--- config.mk ---
export PLATFORM = sky130hd
export DESIGN_NAME = alu_mdu
export DESIGN_NICKNAME = d
export VERILOG_FILES = /design/src/rtl/alu_mdu.sv
export SDC_FILE = /design/constraint.sdc
export NUM_CORES = 1
export LEC_CHECK = 0
export CAP_MARGIN = 20
export CELL_PAD_IN_SITES_DETAIL_PLACEMENT = 1
export CELL_PAD_IN_SITES_GLOBAL_PLACEMENT = 2
export CORE_MARGIN = 10
export CORE_UTILIZATION = 30
export DETAILED_ROUTE_END_ITERATION = 10
export PLACE_DENSITY = 0.77
export SYNTH_ARGS = -nofsm -noshare
export SYNTH_HDL_FRONTEND = slang
export SYNTH_SLANG_ARGS = --single-unit
--- constraint.sdc ---
create_clock -name CLK -period 3.5 [get_ports CLK]
set_input_delay 0.525 -clock CLK [delete_from_list [all_inputs] [get_ports CLK]]
set_output_delay 0.525 -clock CLK [all_outputs]
set_load 0.02 [all_outputs]
--- src/rtl/alu_mdu.sv ---
// Execute unit: single-cycle ALU ops plus iterative shift-add multiply and restoring divide.
// Results are registered and held in DONE until the consumer takes them.
module alu_mdu #(
  parameter int WIDTH   = 32,
  parameter int SHAMT_W = 5
) (
  input  logic             CLK,
  input  logic             nRST,
  input  logic             abort,
  input  logic             in_valid,
  output logic             in_ready,
  input  logic [3:0]       op,
  input  logic [WIDTH-1:0] port_a,
  input  logic [WIDTH-1:0] port_b,
  output logic             out_valid,
  input  logic             out_ready,
  output logic [WIDTH-1:0] result_lo,
  output logic [WIDTH-1:0] result_hi,
  output logic             zero,
  output logic             negative,
  output logic             overflow,
  output logic             div_zero
);
  localparam int CNT_W = $clog2(WIDTH + 1);
  localparam logic [WIDTH-1:0] MIN = {1'b1, {(WIDTH-1){1'b0}}};

  typedef enum logic [1:0] {IDLE, EXEC, DONE} state_t;
  typedef enum logic [3:0] {
    OP_SLL, OP_SRL, OP_ADD, OP_SUB, OP_AND, OP_OR, OP_XOR, OP_NOR,
    OP_SLT, OP_SLTU, OP_MULT, OP_MULTU, OP_DIV, OP_DIVU, OP_SRA, OP_RSV
  } op_t;

  state_t             state;
  logic [CNT_W-1:0]   cnt;
  logic               mul_q, neg_q, rneg_q;
  logic [WIDTH-1:0]   dvsr;
  logic [2*WIDTH-1:0] acc;

  assign in_ready  = (state == IDLE);
  assign out_valid = (state == DONE);

  logic               accept, is_md, is_div, sgn, dz, dovf;
  logic [WIDTH-1:0]   mag_a, mag_b, alu_lo;
  logic               alu_ovf;
  logic [WIDTH-1:0]   sum, diff;
  logic [SHAMT_W-1:0] sh;

  always_comb begin
    accept  = in_valid & in_ready & ~abort;
    is_md   = (op == OP_MULT) || (op == OP_MULTU) || (op == OP_DIV) || (op == OP_DIVU);
    is_div  = (op == OP_DIV) || (op == OP_DIVU);
    sgn     = (op == OP_MULT) || (op == OP_DIV);
    dz      = is_div && (port_b == '0);
    dovf    = (op == OP_DIV) && (port_a == MIN) && (port_b == '1);
    mag_a   = (sgn && port_a[WIDTH-1]) ? -port_a : port_a;
    mag_b   = (sgn && port_b[WIDTH-1]) ? -port_b : port_b;
    sh      = port_a[SHAMT_W-1:0];
    sum     = port_a + port_b;
    diff    = port_a - port_b;
    alu_lo  = sum;
    alu_ovf = 1'b0;
    case (op)
      OP_SLL:  alu_lo = port_b << sh;
      OP_SRL:  alu_lo = port_b >> sh;
      OP_SRA:  alu_lo = $signed(port_b) >>> sh;
      OP_SUB: begin
        alu_lo  = diff;
        alu_ovf = (port_a[WIDTH-1] != port_b[WIDTH-1]) && (diff[WIDTH-1] != port_a[WIDTH-1]);
      end
      OP_AND:  alu_lo = port_a & port_b;
      OP_OR:   alu_lo = port_a | port_b;
      OP_XOR:  alu_lo = port_a ^ port_b;
      OP_NOR:  alu_lo = ~(port_a | port_b);
      OP_SLT:  alu_lo = {{(WIDTH-1){1'b0}}, $signed(port_a) < $signed(port_b)};
      OP_SLTU: alu_lo = {{(WIDTH-1){1'b0}}, port_a < port_b};
      default: alu_ovf = (port_a[WIDTH-1] == port_b[WIDTH-1]) && (sum[WIDTH-1] != port_a[WIDTH-1]);
    endcase
  end

  // One iteration of either algorithm; acc = {upper, lower} halves.
  logic [WIDTH:0]     msum, rsh;
  logic [2*WIDTH-1:0] step_nxt;
  logic [2*WIDTH-1:0] prod;
  logic [WIDTH-1:0]   fin_lo, fin_hi, quo, rem;

  always_comb begin
    msum     = {1'b0, acc[2*WIDTH-1:WIDTH]} + (acc[0] ? {1'b0, dvsr} : '0);
    rsh      = {acc[2*WIDTH-1:WIDTH], acc[WIDTH-1]};
    step_nxt = {msum, acc[WIDTH-1:1]};
    if (!mul_q) begin
      if (rsh >= {1'b0, dvsr})
        step_nxt = {WIDTH'(rsh - {1'b0, dvsr}), acc[WIDTH-2:0], 1'b1};
      else
        step_nxt = {rsh[WIDTH-1:0], acc[WIDTH-2:0], 1'b0};
    end
    prod   = neg_q ? -acc : acc;
    quo    = acc[WIDTH-1:0];
    rem    = acc[2*WIDTH-1:WIDTH];
    fin_lo = mul_q ? prod[WIDTH-1:0]       : (neg_q ? -quo : quo);
    fin_hi = mul_q ? prod[2*WIDTH-1:WIDTH] : (rneg_q ? -rem : rem);
  end

  always_ff @(posedge CLK or negedge nRST) begin
    if (!nRST) begin
      state     <= IDLE;
      cnt       <= '0;
      mul_q     <= 1'b0;
      neg_q     <= 1'b0;
      rneg_q    <= 1'b0;
      dvsr      <= '0;
      acc       <= '0;
      result_lo <= '0;
      result_hi <= '0;
      zero      <= 1'b0;
      negative  <= 1'b0;
      overflow  <= 1'b0;
      div_zero  <= 1'b0;
    end else if (abort) begin
      state <= IDLE;
    end else begin
      case (state)
        IDLE: if (accept) begin
          overflow <= 1'b0;
          div_zero <= 1'b0;
          zero     <= 1'b0;
          negative <= 1'b0;
          if (is_md && !dz && !dovf) begin
            state  <= EXEC;
            cnt    <= '0;
            mul_q  <= !is_div;
            neg_q  <= sgn && (port_a[WIDTH-1] ^ port_b[WIDTH-1]);
            rneg_q <= sgn && port_a[WIDTH-1];
            dvsr   <= is_div ? mag_b : mag_a;
            acc    <= {{WIDTH{1'b0}}, is_div ? mag_a : mag_b};
          end else begin
            state <= DONE;
            if (dz) begin
              result_lo <= '1;
              result_hi <= port_a;
              div_zero  <= 1'b1;
              negative  <= 1'b1;
            end else if (dovf) begin
              result_lo <= MIN;
              result_hi <= '0;
              overflow  <= 1'b1;
              negative  <= 1'b1;
            end else begin
              result_lo <= alu_lo;
              result_hi <= '0;
              overflow  <= alu_ovf;
              zero      <= (alu_lo == '0);
              negative  <= alu_lo[WIDTH-1];
            end
          end
        end
        EXEC: begin
          if (cnt == CNT_W'(WIDTH)) begin
            state     <= DONE;
            result_lo <= fin_lo;
            result_hi <= fin_hi;
            zero      <= (fin_lo == '0);
            negative  <= fin_lo[WIDTH-1];
          end else begin
            acc <= step_nxt;
            cnt <= cnt + 1'b1;
          end
        end
        DONE:    if (out_ready) state <= IDLE;
        default: state <= IDLE;
      endcase
    end
  end
endmodule

==> flow_summary_export.csv <==
group,metric,value,unit
clock_network,cts_inserted_buffers,17,
sta,rsz0062_at_grt,"true",
synth,synth_area,26000,um2
clock_network,clock_latency,0.48,ns
setup_path,r2r-end,"acc[61]",
sta,setup_viol,3,
global_routing,antenna_found_initial,5,
drt,wl_met3,15600,um
synth,ys_top_cells_by_count,"nor2_1, nand2_1, o21ai_0",
synth,synth_top_cell_area_share,0.169,
setup_path,cpPeakStageDelay,0.52,ns
die,die_x,314,um
setup_path,cp-start-kind,"primary input",
power_and_ir_drop,vdd_drop_max,0.375,mV
drt,wl_met2,74000,um
die,io_pins,143,
placement,dpl.cell_count,5626,
synth,synth_edf_count,0,
setup_path,endpoint_kind,"register",
setup_path,crit_slowest_cell,"or4_4",
synth,yosysMostFrequentCell,"nor2_1",
synth,synth_fp_nets,3772,
sta,hold_viol_final,0,
clock_network,ctsLongestPathBuffers,2,
sta,relSlewSlack,0.260,
synth,synth-seq-cells,175,
drt,drt_iter0_drc,3780,
power_and_ir_drop,switchingPower,9900,uW
drt,routed_via_density,6.00,
drt,routed_wl,167000,um
clock_network,cts.sinks,175,
global_routing,grt_pass1_wl,238000,um
clock_network,htreeDepth,4,
synth,synth-async-reset-ratio,1.00,
clock_network,cts_tree,"built",
sta,period_minus_slack,3.60,ns
die,die_area,98800,um2
layout,area.growth.synth_to_final,55.7,%
min_path,hp-class,"primary input to asynchronous set/reset pin",
drt,top_layer,"met5",
sta,finClkSkew,0.0170,ns
power_and_ir_drop,power,20000,uW
sta,slew_viol_final,0,
setup_path,reg2reg_depth,15,
power_and_ir_drop,combPwrFrac,0.737,
layout,nets,4858,
die,core,85500,um2
synth,seq_area_frac_synth,0.169,
setup_path,crit_chain,"buf_8 > inv_4 > ha_4 > nor2b_4 > or4_4 > buf_6 > o211ai_1 > a31oi_4 > o32a_1 > buf_6 > and4_1 > o32ai_2 > buf_4 > nand2_4 > nor4_4 > nand3_1 > o31ai_1",
power_and_ir_drop,swShare,0.494,
synth,synth_area_leaders,"dfrtp_1, ha_1, nor2_1",
layout,final_cell_count_no_fill,5774,
die,rows,107,
synth,yosys.area.top_type,"dfrtp_1",
power_and_ir_drop,p_int,10100,uW
drt,routedWlPerCell,29.0,um
setup_path,crit_buf_inv,5,
setup_path,r2r-start,"acc[0]",
drt,via_count,34700,
global_routing,grt_max_degree,72,
clock_network,path_clk_slew,0.08,ns
global_routing,grt.overflow.total,0,
drt,wl_met1,67500,um
sta,period_share,1.03,
die,chipHeight,314,um
run,drv_cap,0,
clock_network,root_buffer,"clkbuf_16",
synth,netlist_instances,3528,
outcome,status,"complete, but fails checks",
synth,synth_cell_types,98,
drt,dr.pass1.iters,5,
power_and_ir_drop,leakage,0.0179,uW
synth,syn_avg_cell_area,7.36,um2
sta,max_freq,278,MHz
global_routing,grt_pass1_vias,34700,
drt,drc,0,
setup_path,cp_max_fo,3,
global_routing,track_usage,0.321,
setup_path,cpMostUsedCell,"buf_6",
setup_path,arrival,3.99,ns
power_and_ir_drop,clkPwrFrac,0.099,
synth,ys_warn_count,0,
placement,dp_hpwl,136000,um
sta,tightest_slew,1.11,ns
die,initial_utilization,0.304,
power_and_ir_drop,power_density,495,nW/um2
layout,drive_above_1_share,0.383,
power_and_ir_drop,seqPwrFrac,0.163,
outcome,violations,"setup timing",
setup_path,reg2reg_setup_slack,0.03,ns
setup_path,crit_family,"compound AO/OA/AOI/OAI gates",
placement,gp_congestion,1.07,
setup_path,worst-setup-path-type,"primary input to register",
placement,portBuffers,142,
clock_network,cts.hold.buffers_added,0,
drt,ant_nets,0,
synth,synth_ff_type,"dfrtp_1",
setup_path,required,3.89,ns
sta,fin_ws,-0.102,ns
## worst max path at each step
stage / cells past startpoint / slack [ns] / to / startpoint
after floorplan: 18 / -0.21 / result_lo[26] / port_a[2]
after global placement: 14 / -1.46 / zero / port_b[2]
after detailed placement: 14 / -1.43 / zero / port_b[2]
after CTS: 16 / -0.11 / zero / port_a[0]
after global routing: 16 / -0.13 / result_lo[25] / port_a[7]
final: 17 / -0.10 / zero / port_a[6]
## area by class of cell
class,instances,area (um2)
clock inverters,10,103
clock buffers,21,470
multi-input cells,2908,22000
diodes,4,10.0
repair buffers,1350,11400
flip-flops and latches,175,4380
fillers,10300,45100
well taps,1144,1430
inverters,162,666
## sequential cells by signal, indices dropped and copies added, names as in the netlist
signal     count
dvsr          32
zero           1
rneg_q         1
neg_q          1
div_zero       1
overflow       1
result_hi     32
result_lo     32
acc           64
cnt            6
state          2
mul_q          1
negative       1
## worst register-to-register path, stage by stage, from the launching register on
cell       delay, ns
dfrtp_1         0.40
inv_2           0.12
buf_6           0.16
buf_4           0.13
buf_4           0.11
buf_4           0.17
nor2_1          0.07
ha_1            0.38
and3_1          0.27
a221o_1         0.35
a31oi_4         0.23
nor2_4          0.06
a2111oi_4       0.31
nor3_2          0.08
a311o_1         0.29
a32o_1          0.25
## layer usage
metal / global-route usage / vias to the layer above
li1: - / 15100
met1: 0.411 / 17300
met2: 0.504 / 1745
met3: 0.0634 / 460
met4: 0.168 / 4
met5: 0 / -
## cells by family (layout without fill, tap and decap cells)
family,count (synthesis),count (layout),synth area share
XOR/XNOR,213,213,0.0718
AND/OR/NAND/NOR,1172,1172,0.212
buffers and inverters,445,1543,0.0704
flip-flops,175,175,0.169
AO/OA/AOI/OAI,1166,1166,0.292
other,0,4,0
multiplexers,186,186,0.102
adder cells (fa/ha/maj),171,171,0.0835
## placed cells by master (no fill, tap or decap), drive strengths merged, types with 17 or more instances in the layout
master	n
o21bai	19
nor2b	31
nand2	331
nand2b	40
nor4	43
o221ai	21
dfrtp	175
and2	17
o31ai	43
a211oi	56
a221oi	24
o22ai	21
a22oi	23
mux4	57
nand3	59
a21oi	285
xnor2	159
nor2	400
o211ai	50
or4	31
mux2i	97
o21ai	302
a21o	59
nand4	46
clkbuf	33
or3	30
xor2	54
inv	160
mux2	32
a31oi	52
buf	1234
or2	26
nor3	76
ha	167
clkdlybuf4s50	80
## per-stage QoR
step	util	setup TNS, ns	setup WS (ns)	instance area (um2)	hold WS, ns
CTS	0.456	-0.117	-0.109	39000	0.0930
floorplan	-	-1.54	-0.210	26300	0.229
detailed placement	0.429	-139.77	-1.43	36700	0.464
global placement	0.429	-137.68	-1.46	36700	0.461
global route	0.473	-0.936	-0.127	40400	0.0966
finish	0.473	-0.116	-0.102	40500	0.0721
## power by group through the flow
stage | Clock, uW | Combinational [uW] | Sequential, uW
finish | 1990 | 14800 | 3270
global route | 2070 | 15700 | 3350
global placement | 0 | 12800 | 3240
detailed placement | 0 | 13100 | 3280
floorplan | 0 | 6820 | 3440
CTS | 1990 | 13500 | 3240
## timing repair
item / in CTS / in global routing
setup endpoints to repair: 173 / 119
setup buffers: 77 / 37
resized for setup: 343 / 339
cloned: 1 / 3
pin swaps: 57 / 138
Note: power is estimated with default switching activity, not from simulation.
